`src/rtl/sync_fifo_flags.sv`:
```
// Single-clock FIFO with occupancy count, almost-full/almost-empty thresholds,
// sticky overflow/underflow flags, synchronous flush and optional first-word-fall-through.
module sync_fifo_flags #(
    parameter int DATA_WIDTH    = 4,
    parameter int ADDRESS_WIDTH = 3,
    parameter int ALMOST_FULL   = 6,
    parameter int ALMOST_EMPTY  = 1,
    parameter bit FWFT          = 1'b0
) (
    input  logic                     clk,
    input  logic                     rst_n,
    input  logic                     flush,
    input  logic                     clear_errors,
    input  logic                     write_increment,
    input  logic [DATA_WIDTH-1:0]    write_data,
    input  logic                     read_increment,
    output logic [DATA_WIDTH-1:0]    read_data,
    output logic                     read_valid,
    output logic [ADDRESS_WIDTH:0]   count,
    output logic                     full,
    output logic                     empty,
    output logic                     almost_full,
    output logic                     almost_empty,
    output logic                     overflow,
    output logic                     underflow
);

    localparam int DEPTH = 1 << ADDRESS_WIDTH;
    localparam int CNT_W = ADDRESS_WIDTH + 1;
    localparam logic [CNT_W-1:0] DEPTH_CNT = CNT_W'(DEPTH);
    localparam logic [CNT_W-1:0] AF_CNT    = CNT_W'(ALMOST_FULL);
    localparam logic [CNT_W-1:0] AE_CNT    = CNT_W'(ALMOST_EMPTY);
    localparam logic [CNT_W-1:0] ONE_CNT   = CNT_W'(1);

    logic [DATA_WIDTH-1:0]    mem [DEPTH];

    logic [ADDRESS_WIDTH-1:0] wr_ptr_reg, wr_ptr_next;
    logic [ADDRESS_WIDTH-1:0] rd_ptr_reg, rd_ptr_next;
    logic [CNT_W-1:0]         count_reg, count_next;
    logic                     overflow_reg, overflow_next;
    logic                     underflow_reg, underflow_next;

    logic full_flag;
    logic empty_flag;
    logic push_accept;
    logic pop_accept;

    // Flags decode the registered count, so they follow an update by one cycle.
    assign full_flag  = (count_reg == DEPTH_CNT);
    assign empty_flag = (count_reg == '0);

    assign push_accept = write_increment && !full_flag  && !flush;
    assign pop_accept  = read_increment  && !empty_flag && !flush;

    always_comb begin
        wr_ptr_next    = wr_ptr_reg;
        rd_ptr_next    = rd_ptr_reg;
        count_next     = count_reg;
        overflow_next  = overflow_reg;
        underflow_next = underflow_reg;

        if (clear_errors) begin
            overflow_next  = 1'b0;
            underflow_next = 1'b0;
        end

        if (flush) begin
            wr_ptr_next = '0;
            rd_ptr_next = '0;
            count_next  = '0;
        end else begin
            // A dropped request sets its flag even when clear_errors is high.
            if (write_increment && full_flag) begin
                overflow_next = 1'b1;
            end
            if (read_increment && empty_flag) begin
                underflow_next = 1'b1;
            end
            if (push_accept) begin
                wr_ptr_next = wr_ptr_reg + 1'b1;
            end
            if (pop_accept) begin
                rd_ptr_next = rd_ptr_reg + 1'b1;
            end
            case ({push_accept, pop_accept})
                2'b10:   count_next = count_reg + ONE_CNT;
                2'b01:   count_next = count_reg - ONE_CNT;
                default: count_next = count_reg;
            endcase
        end
    end

    always_ff @(posedge clk or negedge rst_n) begin
        if (!rst_n) begin
            wr_ptr_reg    <= '0;
            rd_ptr_reg    <= '0;
            count_reg     <= '0;
            overflow_reg  <= 1'b0;
            underflow_reg <= 1'b0;
        end else begin
            wr_ptr_reg    <= wr_ptr_next;
            rd_ptr_reg    <= rd_ptr_next;
            count_reg     <= count_next;
            overflow_reg  <= overflow_next;
            underflow_reg <= underflow_next;
        end
    end

    // Storage carries no reset so it can map onto block or distributed RAM.
    always_ff @(posedge clk) begin
        if (push_accept) begin
            mem[wr_ptr_reg] <= write_data;
        end
    end

    generate
        if (FWFT == 1'b0) begin : g_registered_read
            logic [DATA_WIDTH-1:0] read_data_reg;
            logic                  read_valid_reg;

            always_ff @(posedge clk or negedge rst_n) begin
                if (!rst_n) begin
                    read_data_reg  <= '0;
                    read_valid_reg <= 1'b0;
                end else begin
                    read_valid_reg <= pop_accept;
                    if (pop_accept) begin
                        read_data_reg <= mem[rd_ptr_reg];
                    end
                end
            end

            assign read_data  = read_data_reg;
            assign read_valid = read_valid_reg;
        end else begin : g_fwft_read
            // The head entry is presented directly; zero while nothing is stored.
            assign read_data  = empty_flag ? '0 : mem[rd_ptr_reg];
            assign read_valid = !empty_flag;
        end
    endgenerate

    assign count        = count_reg;
    assign full         = full_flag;
    assign empty        = empty_flag;
    assign almost_full  = (count_reg >= AF_CNT);
    assign almost_empty = (count_reg <= AE_CNT);
    assign overflow     = overflow_reg;
    assign underflow    = underflow_reg;

endmodule

```
`config.mk`:
```
export PLATFORM = sky130hd
export DESIGN_NAME = sync_fifo_flags
export DESIGN_NICKNAME = d
export VERILOG_FILES = /design/src/rtl/sync_fifo_flags.sv
export SDC_FILE = /design/constraint.sdc
export NUM_CORES = 1
export LEC_CHECK = 0
export CORE_ASPECT_RATIO = 1.5
export CORE_MARGIN = 4
export CORE_UTILIZATION = 59
export DETAILED_ROUTE_END_ITERATION = 8
export PLACE_DENSITY = 0.86
export SYNTH_ARGS = -nofsm -noshare
export SYNTH_HDL_FRONTEND = slang
export SYNTH_SLANG_ARGS = --single-unit
```
`constraint.sdc`:
```
create_clock -name clk -period 3.35 [get_ports clk]
set_clock_uncertainty 0.1 [all_clocks]
set_input_delay 0.67 -clock clk [delete_from_list [all_inputs] [get_ports clk]]
set_output_delay 0.67 -clock clk [all_outputs]
set_load 0.05 [all_outputs]
```
==> impl_results.md <==
- RR Endpoint: count[2]$_DFFE_PN0P_
- Most frequent cells in the layout: edfxtp_1 (32), clkdlybuf4s50_1 (23), nor2_1 (17), dfrtp_1 (17)
- Reg2reg path depth: 8
- Global-route wire length before repair: ~7100 µm
- FF-to-FF Start: count[0]$_DFFE_PN0P_
- CTS root buf: clkbuf_8
- Hold/Removal Path Class: register to register
- Crit-path slowest cell: clkdlybuf4s50_1
- Num CTS Buffers: 5
- Hold buffer count at CTS: 0
- FF+latch count, synth: ~50
- Capture point of the worst path: full
- Fin crit period: 3.139 ns
- Syn Std Cell Area: approximately 2200 µm²
- Row count: 27
- Post-synth ARST share: 0.3469
- CTS tree: yes
- CP Launch Type: register
- CTS Sinks: 49
- First-pass DRT Iterations: 4
- Crit path kind: register to output port
- Drt wl/cell: approximately 19 µm
- Mapped Avg Cell Area: ~14 µm²
- # IOs: 25
- Die Area: 4842 µm²
- Max FFs per register: 32
- Largest net degree at the start of global routing: 18
- CTS resizes: 0
- Critical path's most frequent cell: inv_1
- Worst Path Arrival: 2.37 ns
- Max-slew violation count: 0
- DRC errors left: 0
- Initial core utilization: 0.6104
- Final-stage net count: roughly 200
- Worst path cell trace: inv_1 -> ha_1 -> nand3_1 -> inv_1 -> clkdlybuf4s50_1
- Number of global-route vias before repair: ~1400
- Vias: 1339
- P&R area growth vs syn: 16.29%
- Post-synthesis cell type count: 35
- Synth Warn #: 0
- Most common cell after layout, fill and taps aside: edfxtp_1
- Number of enable flip-flop cells after synthesis: 32
- GP Congestion: approximately 0.85
- Setup tns final: 0 ns
- Crit-path max FO: 6
- Initial antenna violation count: 0
- Clock Path Buffers: 2
- Post-Syn Instances: about 150
- Worst skew pair latency: 0.30 ns
- Final Cycle Share: 0.9371
- Outcome: completed
- Dpl hpwl: 3190 µm
- Slew HR: 0.4400
- RSZ-0062 raised after global routing: false
- Hold Vio Cnt, Final: 0
- Critical path's largest stage delay: roughly 0.82 ns
- Iter 0 DRT Violations: 63
- Worst VDD drop: a little over 0.9 mV
- Max Freq: roughly 320 MHz
- Worst EP required: about 2.6 ns
- Die W: a little under 60 µm
- Pwr Total: 2.084 mW
- Flop-to-flop setup slack: 0.83 ns
- Crit end category: output port
- Remaining antenna violation count: 0
- Sequential share of the synthesized area: 0.6225
- Layout cell share with drive strength beyond 1: 0.1444
- Diode count: 0
- Filler cell count: 250
- Mapped Nets: 171
- Power Density: roughly 800 nW/µm²
- Total GRT Usage: 0.2019
- Crit path from: count[0]$_DFFE_PN0P_
- Core Area: 3649 µm²
- Ys flop type: edfxtp_1
- Drt total wl: 4305 µm
- I/O Buffers: 24
- H-tree Lvls: 2
- Static leakage: 0.9497 nW
- Setup violators final: 0
- Total grt overflow: 0
- Post-CTS setup buffer count: 0
- Vert. Die Dim: between 80 and 90 µm
- Maximum capacitance violations: 0
- Clock transition at path regs: 0.09 ns
- Detail-routed via count per cell: 6.004
- Slew @ Worst Pin: 0.8373 ns
area by class of cell:
type | count | area, µm² | area share
sequential | 49 | 1386 | 0.5353
multi-input combinational | 90 | 754.5 | 0.2913
timing repair buffer | 24 | 237.7 | 0.09179
clock buffer | 6 | 72.57 | 0.02802
tap | 43 | 53.80 | 0.02077
inverter | 9 | 46.29 | 0.01787
clock inverter | 2 | 38.79 | 0.01498
where the power goes:
group / total, mW / switching [mW] / internal, mW
clock network: 0.418 / 0.194 / 0.224
logic: 0.863 / 0.541 / 0.322
registers: 0.804 / 0.0915 / 0.712
total: 2.08 / 0.826 / 1.26
critical path, delay by kind of cell, from the launching register on:
family | cells | cell delay, ns
adders and majority gates | 1 | 0.23
buffers and inverters | 3 | 1.16
DFF | 1 | 0.44
and+or+nand+nor | 1 | 0.24
kinds of logic (layout without fill, tap and decap cells):
group | count (synthesis) | in the layout | synth area share
flops | 49 | 49 | 0.6225
simple gates | 45 | 45 | 0.09888
compound gates | 19 | 19 | 0.07079
buf+inv | 15 | 41 | 0.03877
mux | 14 | 14 | 0.1101
fa+ha+maj | 7 | 7 | 0.03932
xor+xnor | 5 | 5 | 0.01967
synth_stat cells, drive strengths merged (2+ instances only):
library cell | number | area share
nor2 | 17 | 0.029
ha | 7 | 0.039
a21oi | 8 | 0.023
inv | 8 | 0.013
nand3 | 7 | 0.016
nor3 | 3 | 0.0067
edfxtp | 32 | 0.43
o21ai | 3 | 0.0084
xor2 | 3 | 0.012
mux4 | 8 | 0.081
a211oi | 2 | 0.012
nand2b | 3 | 0.0084
buf | 4 | 0.015
mux2i | 5 | 0.022
xnor2 | 2 | 0.0079
nand4 | 4 | 0.011
clkbuf | 2 | 0.0034
dfrtp | 17 | 0.19
nand2 | 7 | 0.012
routing by layer:
layer | part of all wire | global-route usage
met1 | 0.36 | 0.2263
met2 | 0.57 | 0.3519
met3 | 0.045 | 0.04355
met4 | 0.025 | 0.09705
met5 | 0 | 0
how the worst min path moves through the flow:
| stage | from | endpoint | slack (ns) | depth (start not counted) |
|---|---|---|---|---|
| global route | underflow$_DFF_PN0_ | underflow$_DFF_PN0_ | 0.43 | 1 |
| CTS | underflow$_DFF_PN0_ | underflow$_DFF_PN0_ | 0.41 | 1 |
| floorplan | rst_n | count[0]$_DFFE_PN0P_ | 0.27 | 0 |
| finish | overflow$_DFF_PN0_ | overflow$_DFF_PN0_ | 0.41 | 1 |
| detailed placement | underflow$_DFF_PN0_ | underflow$_DFF_PN0_ | 0.38 | 1 |
| global placement | underflow$_DFF_PN0_ | underflow$_DFF_PN0_ | 0.38 | 1 |
through the flow:
stage	cell area, µm²	instances	util	hold slack [ns]	setup WS, ns
after detailed placement	2479	215	0.6794	0.3815	0.5669
after CTS	2590	223	0.7099	0.4125	0.2019
final	2590	223	0.7099	0.4112	0.2106
after floorplan	2227	154	-	0.2744	0.5111
after global placement	2479	215	0.6794	0.3815	0.6267
after global routing	2590	223	0.7099	0.4310	0.07261
(Power assumes the default switching activity.)
